$ cat config.mk
export PLATFORM = sky130hd
export DESIGN_NAME = fdiv_sequencer
export DESIGN_NICKNAME = d
export VERILOG_FILES = /design/src/rtl/fdiv_pkg.sv /design/src/rtl/fdiv_special.sv /design/src/rtl/fdiv_sequencer.sv
export SDC_FILE = /design/constraint.sdc
export NUM_CORES = 1
export LEC_CHECK = 0
export CORE_MARGIN = 1
export CORE_UTILIZATION = 46
export DETAILED_ROUTE_END_ITERATION = 6
export GPL_TIMING_DRIVEN = 0
export HOLD_SLACK_MARGIN = 0.15
export PLACE_DENSITY = 0.88
export SLEW_MARGIN = 15
export SYNTH_ARGS = -nofsm -noshare
export SYNTH_HDL_FRONTEND = slang
export SYNTH_SLANG_ARGS = --single-unit
export TNS_END_PERCENT = 50
$ cat constraint.sdc
create_clock -name clk -period 5.1 [get_ports clk]
set_clock_uncertainty 0.2 [all_clocks]
set_input_delay 1.02 -clock clk [delete_from_list [all_inputs] [get_ports clk]]
set_output_delay 1.02 -clock clk [all_outputs]
set_load 0.02 [all_outputs]
$ cat src/rtl/fdiv_pkg.sv
// Shared constants, FSM state type and operand classification for the binary32 divide sequencer.
package fdiv_pkg;

  localparam int          BIAS           = 127;
  localparam logic [31:0] QNAN           = 32'h7FC0_0000;

  localparam int          FLAG_INVALID   = 3;
  localparam int          FLAG_DIVZERO   = 2;
  localparam int          FLAG_OVERFLOW  = 1;
  localparam int          FLAG_UNDERFLOW = 0;

  typedef enum logic [2:0] {S_IDLE, S_LAUNCH, S_WAIT, S_PACK, S_HOLD} state_t;

  typedef enum logic [2:0] {CLS_ZERO, CLS_NORM, CLS_INF, CLS_QNAN, CLS_SNAN} fclass_t;

  // A zero exponent classifies as zero whatever the fraction, so subnormals are flushed.
  function automatic fclass_t classify(input logic exp_zero, input logic exp_ones,
                                       input logic frac_zero, input logic frac_msb);
    if (exp_zero)       return CLS_ZERO;
    else if (!exp_ones) return CLS_NORM;
    else if (frac_zero) return CLS_INF;
    else if (frac_msb)  return CLS_QNAN;
    else                return CLS_SNAN;
  endfunction

endpackage

$ cat src/rtl/fdiv_special.sv
// Combinational special-case classifier for a/b: flags NaN, zero and infinity combinations
// and produces the final quotient and exception flags for them.
module fdiv_special
  import fdiv_pkg::*;
#(
  parameter int WIDTH = 23,
  parameter int EXP_W = 8
) (
  input  logic [EXP_W+WIDTH:0] i_a,
  input  logic [EXP_W+WIDTH:0] i_b,
  output logic                 o_is_special,
  output logic [EXP_W+WIDTH:0] o_result,
  output logic [3:0]           o_flags
);

  localparam int MSB = EXP_W + WIDTH;
  localparam logic [EXP_W+WIDTH:0] P_QNAN = {1'b0, {EXP_W{1'b1}}, 1'b1, {(WIDTH-1){1'b0}}};

  fclass_t                w_ca;
  fclass_t                w_cb;
  logic                   w_sign;
  logic                   w_any_nan;
  logic [EXP_W+WIDTH:0]   w_inf;
  logic [EXP_W+WIDTH:0]   w_zero;

  assign w_ca = classify(i_a[MSB-1:WIDTH] == '0, &i_a[MSB-1:WIDTH],
                         i_a[WIDTH-1:0] == '0, i_a[WIDTH-1]);
  assign w_cb = classify(i_b[MSB-1:WIDTH] == '0, &i_b[MSB-1:WIDTH],
                         i_b[WIDTH-1:0] == '0, i_b[WIDTH-1]);

  assign w_sign    = i_a[MSB] ^ i_b[MSB];
  assign w_any_nan = (w_ca inside {CLS_QNAN, CLS_SNAN}) || (w_cb inside {CLS_QNAN, CLS_SNAN});
  assign w_inf     = {w_sign, {EXP_W{1'b1}}, {WIDTH{1'b0}}};
  assign w_zero    = {w_sign, {(EXP_W+WIDTH){1'b0}}};

  // Branch order is the priority order; a quiet NaN input propagates without raising invalid.
  always_comb begin
    o_is_special = 1'b1;
    o_result     = P_QNAN;
    o_flags      = '0;
    if (w_any_nan) begin
      o_flags[FLAG_INVALID] = (w_ca == CLS_SNAN) || (w_cb == CLS_SNAN);
    end else if ((w_ca == CLS_ZERO && w_cb == CLS_ZERO) ||
                 (w_ca == CLS_INF  && w_cb == CLS_INF)) begin
      o_flags[FLAG_INVALID] = 1'b1;
    end else if (w_cb == CLS_ZERO && w_ca != CLS_INF) begin
      o_result              = w_inf;
      o_flags[FLAG_DIVZERO] = 1'b1;
    end else if (w_ca == CLS_INF) begin
      o_result = w_inf;
    end else if (w_cb == CLS_INF || w_ca == CLS_ZERO) begin
      o_result = w_zero;
    end else begin
      o_is_special = 1'b0;
      o_result     = '0;
    end
  end

endmodule

$ cat src/rtl/fdiv_sequencer.sv
// Binary32 divide sequencer: feeds and restarts the mantissa divide core, then packs its quotient.
// Optional FDIV_STICKY_FLAGS_EN adds accumulated exception flags (sticky_flags / sticky_clear).
module fdiv_sequencer
  import fdiv_pkg::*;
#(
  parameter int WIDTH        = 23,
  parameter int EXP_W        = 8,
  parameter int CORE_LATENCY = 12
) (
  input  logic                 clk,
  input  logic                 reset,
  input  logic                 req_valid,
  output logic                 req_ready,
  input  logic [EXP_W+WIDTH:0] a,
  input  logic [EXP_W+WIDTH:0] b,
  input  logic                 round_mode,
  output logic                 core_reset,
  output logic [1:0]           core_op,
  output logic                 core_round_mode,
  output logic [WIDTH-1:0]     core_m1,
  output logic [WIDTH-1:0]     core_m2,
  input  logic [WIDTH-1:0]     core_m3,
  input  logic                 core_dec_exp,
  output logic                 res_valid,
  input  logic                 res_ready,
  output logic [EXP_W+WIDTH:0] result,
  output logic [3:0]           flags
`ifdef FDIV_STICKY_FLAGS_EN
  ,
  output logic [3:0]           sticky_flags,
  input  logic                 sticky_clear
`endif
);

  localparam int MSB   = EXP_W + WIDTH;
  localparam int CNT_W = $clog2(CORE_LATENCY + 1);

  state_t               r_state;
  state_t               w_next;
  logic [CNT_W-1:0]     r_cnt;
  logic                 r_sign;
  logic [EXP_W-1:0]     r_ea;
  logic [EXP_W-1:0]     r_eb;
  logic [WIDTH-1:0]     r_m1;
  logic [WIDTH-1:0]     r_m2;
  logic                 r_rm;
  logic [MSB:0]         r_result;
  logic [3:0]           r_flags;

  logic                 w_is_special;
  logic [MSB:0]         w_spec_result;
  logic [3:0]           w_spec_flags;
  logic [EXP_W+1:0]     w_e3;
  logic                 w_ovf;
  logic                 w_unf;
  logic [MSB:0]         w_pack_result;
  logic [3:0]           w_pack_flags;

  fdiv_special #(.WIDTH(WIDTH), .EXP_W(EXP_W)) u_special (
    .i_a          (a),
    .i_b          (b),
    .o_is_special (w_is_special),
    .o_result     (w_spec_result),
    .o_flags      (w_spec_flags)
  );

  assign req_ready       = (r_state == S_IDLE);
  assign res_valid       = (r_state == S_HOLD);
  assign core_reset      = reset || (r_state == S_LAUNCH);
  assign core_op         = 2'b00;
  assign core_round_mode = r_rm;
  assign core_m1         = r_m1;
  assign core_m2         = r_m2;
  assign result          = r_result;
  assign flags           = r_flags;

  always_ff @(posedge clk) begin
    if (reset) r_state <= S_IDLE;
    else       r_state <= w_next;
  end

  always_comb begin
    w_next = r_state;
    case (r_state)
      S_IDLE:   if (req_valid) w_next = w_is_special ? S_HOLD : S_LAUNCH;
      S_LAUNCH: w_next = S_WAIT;
      S_WAIT:   if (r_cnt == '0) w_next = S_PACK;
      S_PACK:   w_next = S_HOLD;
      S_HOLD:   if (res_ready) w_next = S_IDLE;
      default:  w_next = S_IDLE;
    endcase
  end

  // Exponent is evaluated modulo 2^(EXP_W+2); the top bit acts as the sign.
  assign w_e3  = {2'b00, r_ea} - {2'b00, r_eb} + (EXP_W+2)'(BIAS)
               - {{(EXP_W+1){1'b0}}, core_dec_exp};
  assign w_ovf = !w_e3[EXP_W+1] && (w_e3[EXP_W:0] >= {1'b0, {EXP_W{1'b1}}});
  assign w_unf = w_e3[EXP_W+1] || (w_e3 == '0);

  always_comb begin
    w_pack_result = {r_sign, w_e3[EXP_W-1:0], core_m3};
    w_pack_flags  = '0;
    if (w_ovf) begin
      w_pack_flags[FLAG_OVERFLOW] = 1'b1;
      w_pack_result = r_rm ? {r_sign, {(EXP_W-1){1'b1}}, 1'b0, {WIDTH{1'b1}}}
                           : {r_sign, {EXP_W{1'b1}}, {WIDTH{1'b0}}};
    end else if (w_unf) begin
      w_pack_flags[FLAG_UNDERFLOW] = 1'b1;
      w_pack_result = {r_sign, {(EXP_W+WIDTH){1'b0}}};
    end
  end

  always_ff @(posedge clk) begin
    if (reset) begin
      r_cnt    <= '0;
      r_sign   <= 1'b0;
      r_ea     <= '0;
      r_eb     <= '0;
      r_m1     <= '0;
      r_m2     <= '0;
      r_rm     <= 1'b0;
      r_result <= '0;
      r_flags  <= '0;
    end else begin
      case (r_state)
        S_IDLE: if (req_valid) begin
          r_sign <= a[MSB] ^ b[MSB];
          r_ea   <= a[MSB-1:WIDTH];
          r_eb   <= b[MSB-1:WIDTH];
          r_m1   <= a[WIDTH-1:0];
          r_m2   <= b[WIDTH-1:0];
          r_rm   <= round_mode;
          if (w_is_special) begin
            r_result <= w_spec_result;
            r_flags  <= w_spec_flags;
          end
        end
        S_LAUNCH: r_cnt <= CNT_W'(CORE_LATENCY - 1);
        S_WAIT:   if (r_cnt != '0) r_cnt <= r_cnt - 1'b1;
        S_PACK: begin
          r_result <= w_pack_result;
          r_flags  <= w_pack_flags;
        end
        default: ;
      endcase
    end
  end

`ifdef FDIV_STICKY_FLAGS_EN
  logic [3:0] r_sticky;

  always_ff @(posedge clk) begin
    if (reset || sticky_clear)       r_sticky <= '0;
    else if (res_valid && res_ready) r_sticky <= r_sticky | r_flags;
  end

  assign sticky_flags = r_sticky;
`else
  // Without the sticky option, flags describe only the result currently presented.
`endif

endmodule

# ---- Word level (Yosys, flattened, before mapping)
# Cells that the tools add are included.
dict set report classes {
  n_addsub 4
  n_mul 0
  div 0
  order_cmp 1
  n_eq_ne 16
  n_shift 0
  muxes 42
  bitwise_logic 1
  n_reduce_logical 31
}
# op n
set op_table {}
lappend op_table {{32-bit 2-to-1 mux} 7}
lappend op_table {{32-bit case mux with 2 select lines} 1}
lappend op_table {{31-bit 2-to-1 mux} 2}
lappend op_table {{23-bit zero test} 2}
lappend op_table {{3-bit 2-to-1 mux} 12}
lappend op_table {{24-bit 2-to-1 mux} 1}
lappend op_table {{3-bit by 2-bit equality test with 1-bit output, second input constant} 6}
lappend op_table {{8-bit zero test} 2}
lappend op_table {{4-bit case mux with 2 select lines} 2}
lappend op_table {{8-bit AND reduction} 2}
lappend op_table {{3-bit case mux with 5 select lines} 1}
lappend op_table {{1-bit 2-to-1 mux} 13}
lappend op_table {{4-bit 2-to-1 mux} 3}
lappend op_table {{9-bit by 8-bit adder with 10-bit output, second input constant} 1}
lappend op_table {{10-bit zero test} 1}
lappend op_table {{10-bit by 1-bit subtractor with 10-bit output} 1}
lappend op_table {{3-bit equality test, second input constant} 3}
lappend op_table {{9-bit by 8-bit greater-or-equal comparator with 1-bit output, second input constant} 1}
lappend op_table {{3-bit zero test} 3}
lappend op_table {{8-bit by 8-bit subtractor with 9-bit output} 1}
lappend op_table {{2-bit nonzero test} 4}
lappend op_table {{1-bit logical OR} 6}
lappend op_table {{2-bit != test, second input constant} 3}
lappend op_table {{3-bit AND reduction} 2}
lappend op_table {{other kinds (10)} 15}
dict set report word_totals {
  regBits 107
  latch_bits 0
  ramBits 0
  romBits 0
  input_bits 93
  output_inout_bits 88
  word_cells 105
  n_memories 0
}

# ---- Depth between registers and ports, before layout
# Gate-level depths: netlist (run 1).
dict set report logic_depth {
  depth_word 14
  depth_mapped 18
  depth_no_buf 16
}

# ---- Modules after synthesis
# Synthesis (run 1) repeated with hierarchy kept, for this count alone.
dict set report hier_totals {
  cells_unflattened 751
  hier_area_um2 5845.6
}
# mod n_inst cells_per_inst area_each_um2 seq_area_each_um2
set by_module_without_submodules {}
lappend by_module_without_submodules {fdiv_sequencer 1 671 5295.1 2142.1}
lappend by_module_without_submodules {fdiv_special 1 80 550.5 0.0}

# ---- Worst setup path after synthesis (run 1)
# Ideal clock, no wire load.
dict set report synth_path {
  path_type {reg2reg}
  start {register r_ea[0]}
  end {register r_result[13], in the netlist result[13]}
  setup_time_ps 117
  arrival_ps 3860
  required_ps 4783
  setup_slack_ps 923
  stages_incl_launch_ff 18
  n_path_buf 1
  period_less_slack_ps 4177
  cell_sequence {dfxtp_1 -> inv_1 -> ha_1 -> inv_1 -> fa_1 -> a21o_1 -> a21oi_2 -> xor2_1 -> inv_1 -> ha_1 -> nor2b_1 -> a311o_1 -> xor2_1 -> or4_4 -> a211oi_4 -> buf_6 -> o22ai_1 -> a22o_1}
}
dict set report synth_via {
  elab_chain_len 8
  word_cells_on_any_way 11
  classes_between {add/sub (3); order compare (1); mux (3); reduce/logical (4)}
}
# element line
set synth_lines {}
lappend synth_lines {{start: declaration} fdiv_sequencer.sv:42} ;# logic [EXP_W-1:0] r_ea;
lappend synth_lines {{start signal: assignment} fdiv_sequencer.sv:128} ;# r_ea <= a[MSB-1:WIDTH];
lappend synth_lines {{8-bit by 8-bit subtractor with 9-bit output *} fdiv_sequencer.sv:95} ;# assign w_e3 = {2'b00, r_ea} - {2'b00, r_eb} + (EXP_W+2)'(BIAS)
lappend synth_lines {{9-bit by 8-bit adder with 10-bit output *} fdiv_sequencer.sv:95}
lappend synth_lines {{10-bit by 1-bit subtractor with 10-bit output *} fdiv_sequencer.sv:96} ;# - {{(EXP_W+1){1'b0}}, core_dec_exp};
lappend synth_lines {{branches (longest 3 deep; another with 9-bit by 8-bit greater-or-equal comparator with 1-bit output)} n/a}
lappend synth_lines {{31-bit 2-to-1 mux *} fdiv_sequencer.sv:103} ;# if (w_ovf) begin
lappend synth_lines {{32-bit case mux with 2 select lines *} fdiv_sequencer.sv:125} ;# case (r_state)
lappend synth_lines {{end signal: assignment} fdiv_sequencer.sv:134} ;# r_result <= w_spec_result;
lappend synth_lines {{end signal: assignment} fdiv_sequencer.sv:141} ;# r_result <= w_pack_result;
lappend synth_lines {{end: declaration} fdiv_sequencer.sv:47} ;# logic [MSB:0] r_result;
# Mark *: on every way between the ends.
# A chain may end at the register's enable or synchronous reset.

# ---- Worst setup path after layout (run 1)
dict set report layout_path {
  start {register r_eb[0]}
  end {register r_result[4], in the netlist result[4]}
}
dict set report layout_via {
  elab_chain_len 8
  word_cells_on_any_way 11
  classes_between {add/sub (3); order compare (1); mux (3); reduce/logical (4)}
}
# element line
set layout_lines {}
lappend layout_lines {{start: declaration} fdiv_sequencer.sv:43} ;# logic [EXP_W-1:0] r_eb;
lappend layout_lines {{start signal: assignment} fdiv_sequencer.sv:129} ;# r_eb <= b[MSB-1:WIDTH];
lappend layout_lines {{8-bit by 8-bit subtractor with 9-bit output *} fdiv_sequencer.sv:95}
lappend layout_lines {{9-bit by 8-bit adder with 10-bit output *} fdiv_sequencer.sv:95}
lappend layout_lines {{10-bit by 1-bit subtractor with 10-bit output *} fdiv_sequencer.sv:96}
lappend layout_lines {{branches (longest 3 deep; another with 9-bit by 8-bit greater-or-equal comparator with 1-bit output)} n/a}
lappend layout_lines {{31-bit 2-to-1 mux *} fdiv_sequencer.sv:103}
lappend layout_lines {{32-bit case mux with 2 select lines *} fdiv_sequencer.sv:125}
# Marked as above.

==> flow_summary.json, run 1 <==
{
  "outcome": "complete, no violations",
  "max-cap-violations": 0,
  "grt_pass1_wl_mm": 24.3,
  "drt-total-wl_mm": 14.9,
  "finalNonFillerCells": 974,
  "rsz0062_at_grt": "no",
  "start_util": 0.474,
  "grt.overflow.total": 0,
  "hold_class": "reg -> reg",
  "clk_pin_slew_ps": 100,
  "antenna_found_initial": 0,
  "syn-cell-area_um2": 5160,
  "ys_ff_latch": 107,
  "fin_crit_ps": 4680,
  "viasPerCell": 5.42,
  "rows": 38,
  "postSynthCellCount": 639,
  "drc": 0,
  "synth-edff-count": 0,
  "worst_pin_slew_ps": 604,
  "ir_worst_vdd_v": 0.000299,
  "numCtsBuffers": 9,
  "setup_viol": 0,
  "clock_path_buffers": 2,
  "gp_congestion": 0.850,
  "yosysMostFrequentCell": "nand2_1",
  "post_cts_buffers": 0,
  "syn_avg_cell_area_um2": 8.08,
  "num_vias": 5277,
  "place_area_um2": 7120,
  "synth.distinct_cells": 64,
  "synthArstFlopShare": 0,
  "hold_slack_ps": 248,
  "crit_path_cell_trace": "ha_1, inv_1, fa_1, a21o_1, a21oi_2, xor2_1, ha_1, a21oi_1, nor2b_1, a311o_1, a31oi_1, xor2_1, a31oi_4, o31a_2, buf_4, a22o_1",
  "p_per_area_nw_per_um2": 447,
  "crit_required_ps": 5170,
  "synth_top_area_frac": 0.415,
  "crit_path_top_delay_cell": "xor2_1",
  "final_area_um2": 7310,
  "clock_sinks": 107,
  "worstSetupEndpointType": "flop",
  "slew_viol_final": 0,
  "maxSlewHeadroom": 0.594,
  "arrival_ps": 4750,
  "fin_ws_ps": 420,
  "drt-wirelength-per-cell_um": 15.3,
  "cp-startpoint": "r_eb[0]$_SDFFE_PP0P_",
  "utilization": 0.671,
  "hold_viol": 0,
  "cellLeakagePower_nw": 2.69,
  "area_growth_pct": 41.6,
  "ff2ff_setup_slack_ps": 420,
  "dpl.cell_count": 958,
  "ant_nets": 0,
  "cts_resized": 0,
  "grt_max_degree": 20,
  "power.total_mw": 3.26,
  "seq_area_frac_synth": 0.415,
  "die_area_um2": 11600,
  "crit_type": "reg -> reg",
  "yosys_most_used_dff": "dfxtp_1",
  "pre_cts_slack_ps": 364,
  "pin_count": 181,
  "hp-start": "flags[0]$_SDFFE_PP0P_",
  "grt.total_usage": 0.266,
  "io_buffers": 178,
  "coreArea_um2": 10900,
  "drt_iter0_drc": 320,
  "finish.net_count": 942,
  "path_max_fanout": 10,
  "drive_gt1_frac": 0.0552,
  "synthTopCellsByArea": "dfxtp_1 42%, nand2_1 12%, a21oi_1 8.2%",
  "finalSetupTns_ps": 0,
  "synthTopCellsByCount": "162 x nand2_1, 107 x dfxtp_1, 85 x a21oi_1, 28 x nor2_1",
  "cts-root-buf": "clkbuf_8",
  "antenna_cells": 0,
  "first_pass_iters": 4,
  "final.period_utilization": 0.918,
  "yosys.area.top_type": "dfxtp_1",
  "worstSetupStartpointType": "flop",
  "dp_hpwl_mm": 11.6,
  "die_y_um": 108,
  "worstReg2RegStart": "r_eb[0]$_SDFFE_PP0P_",
  "synth_warnings": 0,
  "fp.dieW_um": 108,
  "h-tree-depth": 3,
  "grt_pass1_vias": 5142,
  "cts_tree": "yes",
  "cts_hold_buf": 0,
  "clock.fmax_mhz": 214,
  "slowest_delay_ps": 510,
  "insertion_delay_ps": 380
}
==> critical path, delay by kind of cell (launching register included) <==
kind            cells  cell delay (ps)
compound gates      8             1810
fa+ha+maj           3              940
xor+xnor            2              930
flops               1              380
buf+inv             2              240
simple gates        1               70
==> metal layers <==
| metal | wire (µm) | up-vias | global-route usage |
|---|---|---|---|
| met3 | 1430 | 35 | 0.115 |
| met4 | 389 | 0 | 0.0959 |
| met2 | 7130 | 200 | 0.455 |
| met1 | 5930 | 2406 | 0.294 |
| li1 | - | 2636 | - |
| met5 | 0 | - | 0 |
==> path summary, 6_finish.rpt <==
| kind | to | cells past startpoint |
|---|---|---|
| setup / recovery | result[4]$_SDFFE_PP0P_ | 16 |
| hold / removal | flags[0]$_SDFFE_PP0P_ | 2 |
| setup reg to reg | result[4]$_SDFFE_PP0P_ | 16 |
| hold reg to reg | flags[0]$_SDFFE_PP0P_ | 2 |
==> cells by family after synthesis <==
family / count (synthesis) / share of synthesized area
XOR/XNOR: 14 / 0.0238
AND/OR/NAND/NOR: 259 / 0.228
AO/OA/AOI/OAI: 176 / 0.225
buffers and inverters: 62 / 0.0560
flip-flops: 107 / 0.415
other: 1 / 0.000727
adder cells (fa/ha/maj): 20 / 0.0514
==> sequential cells by signal (all words and copies together), names as in the netlist <==
register         flops
result              32
core_m1             23
core_m2             23
r_ea                 8
r_eb                 8
flags                4
r_cnt                4
r_state              3
core_round_mode      1
r_sign               1
==> placed cells by master (no fill, tap or decap), types with 3 or more instances in the layout <==
master | Yosys | layout
nand2b_1 | 3 | 3
xor2_1 | 7 | 7
nand2_1 | 162 | 162
and2_1 | 3 | 3
xnor2_1 | 7 | 7
buf_2 | 3 | 3
nand3_1 | 6 | 6
buf_6 | 4 | 4
o21a_1 | 3 | 3
nor2b_1 | 3 | 3
clkbuf_1 | 23 | 24
clkdlybuf4s50_1 | 0 | 178
dfxtp_1 | 107 | 107
a21oi_1 | 85 | 85
buf_1 | 4 | 4
inv_6 | 0 | 3
nor2_1 | 28 | 28
nor3_1 | 9 | 9
ha_1 | 18 | 18
nor4_1 | 13 | 13
a22o_1 | 22 | 22
a21o_1 | 3 | 3
buf_4 | 6 | 6
a211oi_1 | 6 | 6
inv_1 | 22 | 22
o21ai_1 | 3 | 3
o22ai_1 | 23 | 23
nand4_1 | 7 | 7
clkbuf_8 | 0 | 9
or4_1 | 4 | 4
a22oi_1 | 7 | 7
==> final cells by class <==
| cell class | count | area (µm²) |
|---|---|---|
| timing repair buffer | 178 | 1780 |
| clock inverter | 6 | 58.8 |
| clock buffer | 10 | 128 |
| buffer | 40 | 206 |
| inverter | 22 | 82.6 |
| multi-input combinational | 471 | 2730 |
| fill | 918 | 3580 |
| sequential | 107 | 2140 |
| tap | 140 | 175 |
==> power by group <==
group          total, mW  internal [mW]  switching, mW
registers          0.967          0.919         0.0479
logic               1.79          0.743           1.05
clock network      0.506          0.188          0.318
total               3.26           1.85           1.41
Note: power is estimated with default switching activity, not from simulation.
==> inputs of run 2 (changes only) <==
- CAP_MARGIN: default -> 10
==> results of run 2 <==
The final DEF is identical to that of run 1; final timing and power are the same.
